$ cat src/rtl/inst_sequencer.sv
// Instruction sequencer: drives the core's 34-bit instruction bus through one
// weight-stationary tile (weight load, kernel load, activation load, execute,
// psum write-back) and signals completion with a single-cycle done pulse.
// Optional feature macro INST_SEQ_READBACK_EN adds a psum read-back (RB) phase
// after write-back that streams the psums to the SFP with acc=1.
module inst_sequencer #(
    parameter int unsigned row    = 8,
    parameter int unsigned col    = 8,
    parameter int unsigned len    = 36,
    parameter int unsigned W_BASE = 1024,
    parameter int unsigned A_BASE = 0,
    parameter int unsigned P_BASE = 0,
    parameter int unsigned DRAIN  = row + col
) (
    input  logic        clk,
    input  logic        reset,
    input  logic        start,
    input  logic [4:0]  l0_ofifo_valid,
    output logic [33:0] inst,
    output logic        busy,
    output logic        done
);

    localparam logic [33:0] NOP = 34'h1800C0000;

`ifdef INST_SEQ_READBACK_EN
    typedef enum logic [3:0] {
        StIdle, StWRd, StWFl, StKLd, StKDr, StARd, StAFl, StEx, StEDr, StWb, StRb, StDone
    } state_e;
`else
    typedef enum logic [3:0] {
        StIdle, StWRd, StWFl, StKLd, StKDr, StARd, StAFl, StEx, StEDr, StWb, StDone
    } state_e;
`endif

    state_e      state, state_d;
    logic [15:0] k, k_d;
    logic [33:0] inst_d;
    logic        l0_full, ofifo_v;
    logic        rd_go, wr_go;
    logic [10:0] rd_addr, p_addr;
    logic        unused_status;

    assign l0_full       = l0_ofifo_valid[1];
    assign ofifo_v       = l0_ofifo_valid[4];
    assign unused_status = ^{l0_ofifo_valid[3:2], l0_ofifo_valid[0]};

    // Next state and counter base; k_d is the count seen by the state about to run.
    always_comb begin
        state_d = state;
        k_d     = k + 16'd1;
        case (state)
            StIdle: if (start) state_d = StWRd;
            StWRd: begin
                k_d = k;
                if (k == 16'(col)) state_d = StWFl;
            end
            StWFl: state_d = StKLd;
            StKLd: if (k == 16'(col - 1)) state_d = StKDr;
            StKDr: if (k == 16'(DRAIN - 1)) state_d = StARd;
            StARd: begin
                k_d = k;
                if (k == 16'(len)) state_d = StAFl;
            end
            StAFl: state_d = StEx;
            StEx:  if (k == 16'(len - 1)) state_d = StEDr;
            StEDr: if (k == 16'(DRAIN - 1)) state_d = StWb;
            StWb: begin
                k_d = k;
`ifdef INST_SEQ_READBACK_EN
                if (k == 16'(len)) state_d = StRb;
`else
                if (k == 16'(len)) state_d = StDone;
`endif
            end
`ifdef INST_SEQ_READBACK_EN
            StRb:  if (k == 16'(len - 1)) state_d = StDone;
`endif
            StDone: state_d = StIdle;
            default: state_d = StIdle;
        endcase
        // Every state starts counting from zero on entry
        if (state_d != state) k_d = '0;
    end

    // Issue decisions and addresses for the instruction registered at this edge
    always_comb begin
        rd_go   = ((state_d == StWRd) || (state_d == StARd)) && !l0_full;
        wr_go   = (state_d == StWb) && ofifo_v;
        rd_addr = ((state_d == StWRd) ? 11'(W_BASE) : 11'(A_BASE)) + k_d[10:0];
        p_addr  = 11'(P_BASE) + k_d[10:0];
    end

    // Instruction word for the state about to run; fields default to NOP
    always_comb begin
        inst_d    = NOP;
        // l0_wr trails the xmem read by the SRAM's one-cycle read latency
        inst_d[2] = ~inst[19];
        case (state_d)
            StWRd, StARd: begin
                if (rd_go) begin
                    inst_d[19]   = 1'b0;
                    inst_d[17:7] = rd_addr;
                end
            end
            StKLd: begin
                inst_d[3] = 1'b1;
                inst_d[0] = 1'b1;
            end
            StEx: begin
                inst_d[3] = 1'b1;
                inst_d[1] = 1'b1;
            end
            StWb: begin
                if (wr_go) begin
                    inst_d[6]     = 1'b1;
                    inst_d[32]    = 1'b0;
                    inst_d[31]    = 1'b0;
                    inst_d[30:20] = p_addr;
                end
            end
`ifdef INST_SEQ_READBACK_EN
            StRb: begin
                inst_d[33]    = 1'b1;
                inst_d[32]    = 1'b0;
                inst_d[30:20] = p_addr;
            end
`endif
            default: ;
        endcase
    end

    // FSM state, counter and registered outputs
    always_ff @(posedge clk or negedge reset) begin
        if (!reset) begin
            state <= StIdle;
            k     <= '0;
            inst  <= NOP;
            busy  <= 1'b0;
            done  <= 1'b0;
        end else begin
            state <= state_d;
            k     <= (rd_go || wr_go) ? k_d + 16'd1 : k_d;
            inst  <= inst_d;
            busy  <= (state_d != StIdle);
            done  <= (state_d == StDone);
        end
    end

endmodule

$ cat config.mk
export PLATFORM = sky130hd
export DESIGN_NAME = inst_sequencer
export DESIGN_NICKNAME = d
export VERILOG_FILES = /design/src/rtl/inst_sequencer.sv
export SDC_FILE = /design/constraint.sdc
export NUM_CORES = 1
export LEC_CHECK = 0
export BUFFER_PORTS_ARGS = -buffer_cell sky130_fd_sc_hd__buf_2
export CORE_MARGIN = 2
export CORE_UTILIZATION = 57
export DETAILED_ROUTE_END_ITERATION = 12
export PLACE_DENSITY_LB_ADDON = 0.05
export SLEW_MARGIN = 10
export SYNTH_ARGS = -nofsm -noshare
export SYNTH_HDL_FRONTEND = slang
export SYNTH_SLANG_ARGS = --single-unit
$ cat constraint.sdc
create_clock -name clk -period 4.5 [get_ports clk]
set_input_delay 0.225 -clock clk [delete_from_list [all_inputs] [get_ports clk]]
set_output_delay 0.225 -clock clk [all_outputs]
set_load 0.005 [all_outputs]
# Word level (Yosys, flattened, before mapping)
# Cells that the tools add are included.
# Widths: inputs -> output; s select.
[word_totals]
inputBits = 8
regBits = 52
elab_cells = 64
out_inout_bits = 36
[classes]
n_reduce_logical = 10
muxes = 24
add_sub_neg = 3
n_eq_ne = 21
n_bitwise = 1
[ops]
columns = ["cell", "count"]
rows = [
  ["$mux 16", 3],
  ["$pmux 4 s10", 1],
  ["$mux 11", 3],
  ["$add 16x1->16 const B", 2],
  ["$eq 16x4->1 const B", 2],
  ["$eq 16x6->1 const B", 2],
  ["$mux 4", 8],
  ["$mux 13", 2],
  ["$eq 4x3->1 const B", 6],
  ["$eq 16x3->1 const B", 1],
  ["$eq 4x4->1 const B", 4],
  ["$eq 4x2->1 const B", 3],
  ["$add 11x11->11", 1],
  ["$eq 4x1->1 const B", 2],
  ["$mux 1", 7],
  ["$logic_not 4->1", 1],
  ["$ne 4x4->1", 1],
  ["$reduce_bool 4->1", 1],
  ["$reduce_or 2->1", 2],
  ["$reduce_or 3->1", 1],
  ["$logic_and 1x1->1", 2],
  ["$logic_or 1x1->1", 2],
  ["$logic_not 1->1", 1],
  ["$not 1->1", 1],
]

# Logic depth before layout (Yosys ltp)
[depth]
word_depth = 8
depth_mapped = 14

# Worst setup path before layout
# Ideal clock, no wire load.
[synth_timing]
path_type = "flip-flop to flip-flop"
start = "register k[11]"
end = "register k[12]"
n_path_buf = 1
arrival_time_ns = 3.085
synth_period_minus_slack_ns = 3.210
slack_ns = 1.290
stages_incl_launch_ff = 14
setup_time_ns = 0.125
cell_sequence = "dfrtp_1 -> buf_6 -> nor4_4 -> and3_1 -> a31oi_2 -> or3_4 -> a211oi_4 -> nand2b_1 -> inv_1 -> ha_1 -> nand2b_1 -> nor3_1 -> a32oi_1 -> mux2_2"
[synth_via]
elab_chain_cells = 8
word_cells_on_any_way = 26
classes_between = "add/sub (2); eq/ne (9); mux (11); reduce/logical (4)"
[synth_lines]
columns = ["item", "line", "text"]
rows = [
  ["from (decl)", "37", "logic [15:0] k, k_d;"],
  ["from (signal assigned)", "143", "k <= (rd_go || wr_go) ? k_d + 16'd1 : k_d;"],
  ["branches (longest 7 deep; another with $add 16x1->16)", "-", ""],
  ["$mux 16 (*)", "143", ""],
]
# Mark *: on every way between the ends.

# Final worst setup path
[layout_timing]
start = "register k[12]"
end = "register k[12]"
# The elaborated chain is that of the path after synthesis.

==> out/results.md <==
Layout
• **Final Core Density** 64.9%
• **Syn-to-layout area delta** 11.2%
• **final instance area** 3250 sq um
• **number of standard cells in the layout, taps in and fillers out** 413
• **share of layout cells above drive strength 1** 20.7%
• **number of fill cells in the layout** 451
• **# nets final** 354
• **final antenna diode count** 0

Drt
• **number of iterations in the first detailed-routing pass** 4
• **drt via density** 5.84
• **routed len/inst** 16.1 microns
• **total vias in the final route** 2412
• **count of routing violations after the opening detailed-route iteration** 154
• **detailed-route DRC error count** 0
• **routed wire length** 6.65 mm
• **number of nets with antenna violations after routing** 0

Timing
• **post-layout minimum cycle time** 3.79 ns
• **Slew Viols, Final** 0
• **RSZ-0062 raised after global routing** false
• **final sum of negative setup slack** 0 ns
• **largest clock skew in the final design** 0.00735 ns
• **Tcrit/Tclk final** 84.2%
• **final-report hold violation count** 0
• **achievable frequency** 0.264 GHz
• **Finish-stage setup viols** 0
• **max_slew headroom** 51.5%
• **worst slew pin tran** 0.727 ns

Synth
• **number of flops mapped to enable cells by yosys** 0
• **share of synthesized area occupied by flip-flops and latches** 43.8%
• **count of synthesis-stage warnings from yosys** 0
• **#FFs+latches synth** 51
• **synthesized cell area** 2920 sq um
• **top_reg_cell synth** dfrtp_1
• **Distinct cells, synth** 63
• **number of instances in the synthesized netlist** 310
• **fraction of synthesis flops using an asynchronous set or reset pin** 100%
• **fraction of synthesized cell area taken by the top area cell type** 42.0%
• **most instantiated library cell after synthesis** dfrtp_1
• **commonest cells in the synthesized netlist** dfrtp_1, nor2_1, nor3_1
• **largest area contributor in the netlist** dfrtp_1
• **post-synthesis average cell area** 9.42 sq um
• **leading post-synthesis cells by cell area** dfrtp_1, nor2_1, xnor2_1

Placed design
• **routability congestion estimate from global placement** 0.857
• **PortBufs** 36
• **number of placed instances with taps included** 404
• **HPWL after DPL** 4.67 mm
• **instance area at placement** 3120 sq um

Pwr
• **power after layout** 1.55 mW
• **fraction of power consumed by combinational cells** 33.5%
• **switching power** 0.616 mW
• **Peak supply drop** 0.331 mV
• **sequential share of power** 43.9%
• **Pleak** 1.45 nW
• **P_int** 0.934 mW
• **power per standard cell area** 477 nW/um^2
• **net switching fraction of the power** 39.7%
• **share of power burned in the clock network** 22.6%

Floorplan
• **die area** 5710 sq um
• **effective utilization at floorplan** 58.3%
• **width of the die** 75.6 microns
• **Site Rows** 26
• **Core Footprint** 5010 sq um
• **Die H** 75.6 microns
• **number of top-level pins** 44

Global route
• **largest net degree at the start of global routing** 52
• **global-route total usage across every layer** 25.3%
• **GRT Residual Overflow** 0
• **wire length of the first global-routing pass** 10.8 mm
• **vias in the first global route** 2180
• **number of antenna violations at the first check in global routing** 0

Clocking
• **clock net sink count** 51
• **CTS H-tree depth** 2
• **number of buffers inserted during clock tree synthesis** 5
• **TritonCTS clock tree** done
• **number of gates resized after CTS** 0
• **clock transition at the register clock pins on the worst setup and hold paths after CTS** 0.09 ns
• **Clock Latency Late Sink** 0.32 ns
• **number of buffers between clock root and the deepest sink** 2
• **Root Driver** clkbuf_8
• **number of post-CTS setup repair buffers** 0

Worst hold path
• **type of the tightest min-delay check** in2reg
• **worst hold path depth** 4

Worst setup path
• **worst setup path class** reg2reg
• **nature of the critical path startpoint** flop
• **CP Capture Type** flop
• **required time of the worst setup path** 4.71 ns
• **largest incremental delay on the critical path** 0.47 ns
• **peak fanout along the critical path** 11
• **worst-path cell with the longest stage delay** nor3_1
• **endpoint arrival time on the critical path** 4.00 ns
• **CP cell instances** nor3_1, and3_1, a31oi_2, or3_4, a211oi_4, buf_4, nand2b_1, inv_1, ha_1, nand2b_1, nor3_1, buf_4, a32oi_1, mux2_2
• **worst r2r path cells** 14

Status
• **outcome** complete, no violations

Run
• **total of max-cap violations** 0

-- flip-flops by register name, indices dropped and copies added, names as in the netlist --
name / cells
busy: 1
done: 1
inst: 29
k: 16
state: 4
-- routing by layer --
layer | part of all wire [%] | wire (microns) | up-vias | global-route usage [%]
met5 | 0 | 0 | - | 0
met4 | 2.5 | 163 | 0 | 10.3
met3 | 4.5 | 299 | 15 | 5.42
met2 | 47 | 3160 | 70 | 40.0
met1 | 46 | 3030 | 1181 | 34.1
li1 | - | - | 1146 | -
-- worst paths after layout --
check | startpoint | to | slack, ns
worst max register to register | k[12]$_DFF_PN0_ | k[12]$_DFF_PN0_ | 0.71
worst min-delay path | l0_ofifo_valid[1] | inst[19]$_DFF_PN1_ | 0.31
min in group asynchronous | reset | done$_DFF_PN0_ | 0.45
worst max-delay path | k[12]$_DFF_PN0_ | k[12]$_DFF_PN0_ | 0.71
worst min register to register | inst[19]$_DFF_PN1_ | inst[2]$_DFF_PN0_ | 0.45
max in group asynchronous | reset | k[11]$_DFF_PN0_ | 3.61
-- worst max-delay path: cells and delay by family, from the launching register on --
family / cells / cell delay, ns
simple gates: 6 / 1.64
fa+ha+maj: 1 / 0.19
compound gates: 3 / 0.59
buf+inv: 3 / 0.47
flops: 1 / 0.43
mux: 1 / 0.36
-- placed cells by master, fill, tap and decap left out, types with 11 or more instances in the layout --
master	instances
dfrtp_1	49
nor2_1	42
buf_2	35
nor3_1	19
nand2_1	18
nand3_1	15
xnor2_1	14
inv_1	13
a21oi_1	11
-- power groups by stage --
stage	logic, mW	registers [mW]	clock network, mW
after floorplan	0.437	0.614	0
after global placement	0.496	0.687	0
after detailed placement	0.512	0.689	0
after CTS	0.516	0.678	0.353
after global routing	0.580	0.700	0.369
final	0.520	0.680	0.350
-- area by class of cell --
cell class,instances,area [sq um],share of cell area (%)
Tap cell,70,87.6,2.70
Inverter,13,48.8,1.50
Multi-Input combinational cell,228,1480,45.4
Clock buffer,6,82.6,2.54
Clock inverter,2,38.8,1.19
Sequential cell,51,1280,39.4
Timing Repair Buffer,43,238,7.32
-- timing repair --
action / in CTS / in global routing
endpoints found under the setup margin: 0 / 0
hold buffers: 0 / 1
hold endpoints to repair: 0 / 49
-- kinds of logic (layout without fill, tap and decap cells) --
logic type      count (synthesis)  count (layout)  share of synthesized area (%)
mux                             4               4                           1.50
xor+xnor                       21              21                           6.30
other cells                     2               4                          0.257
fa+ha+maj                       4               4                           1.71
flops                          51              51                           43.8
simple gates                  145             145                           27.4
compound gates                 50              50                           13.1
buf+inv                        33              64                           6.00
-- stage by stage --
step,setup WS [ns],hold slack (ns)
final,0.712,0.313
after global routing,0.434,0.342
after CTS,0.707,0.152
after detailed placement,0.771,0.426
after global placement,0.851,0.416
after floorplan,1.29,-0.0706
Power figures use the tool's default switching activity.
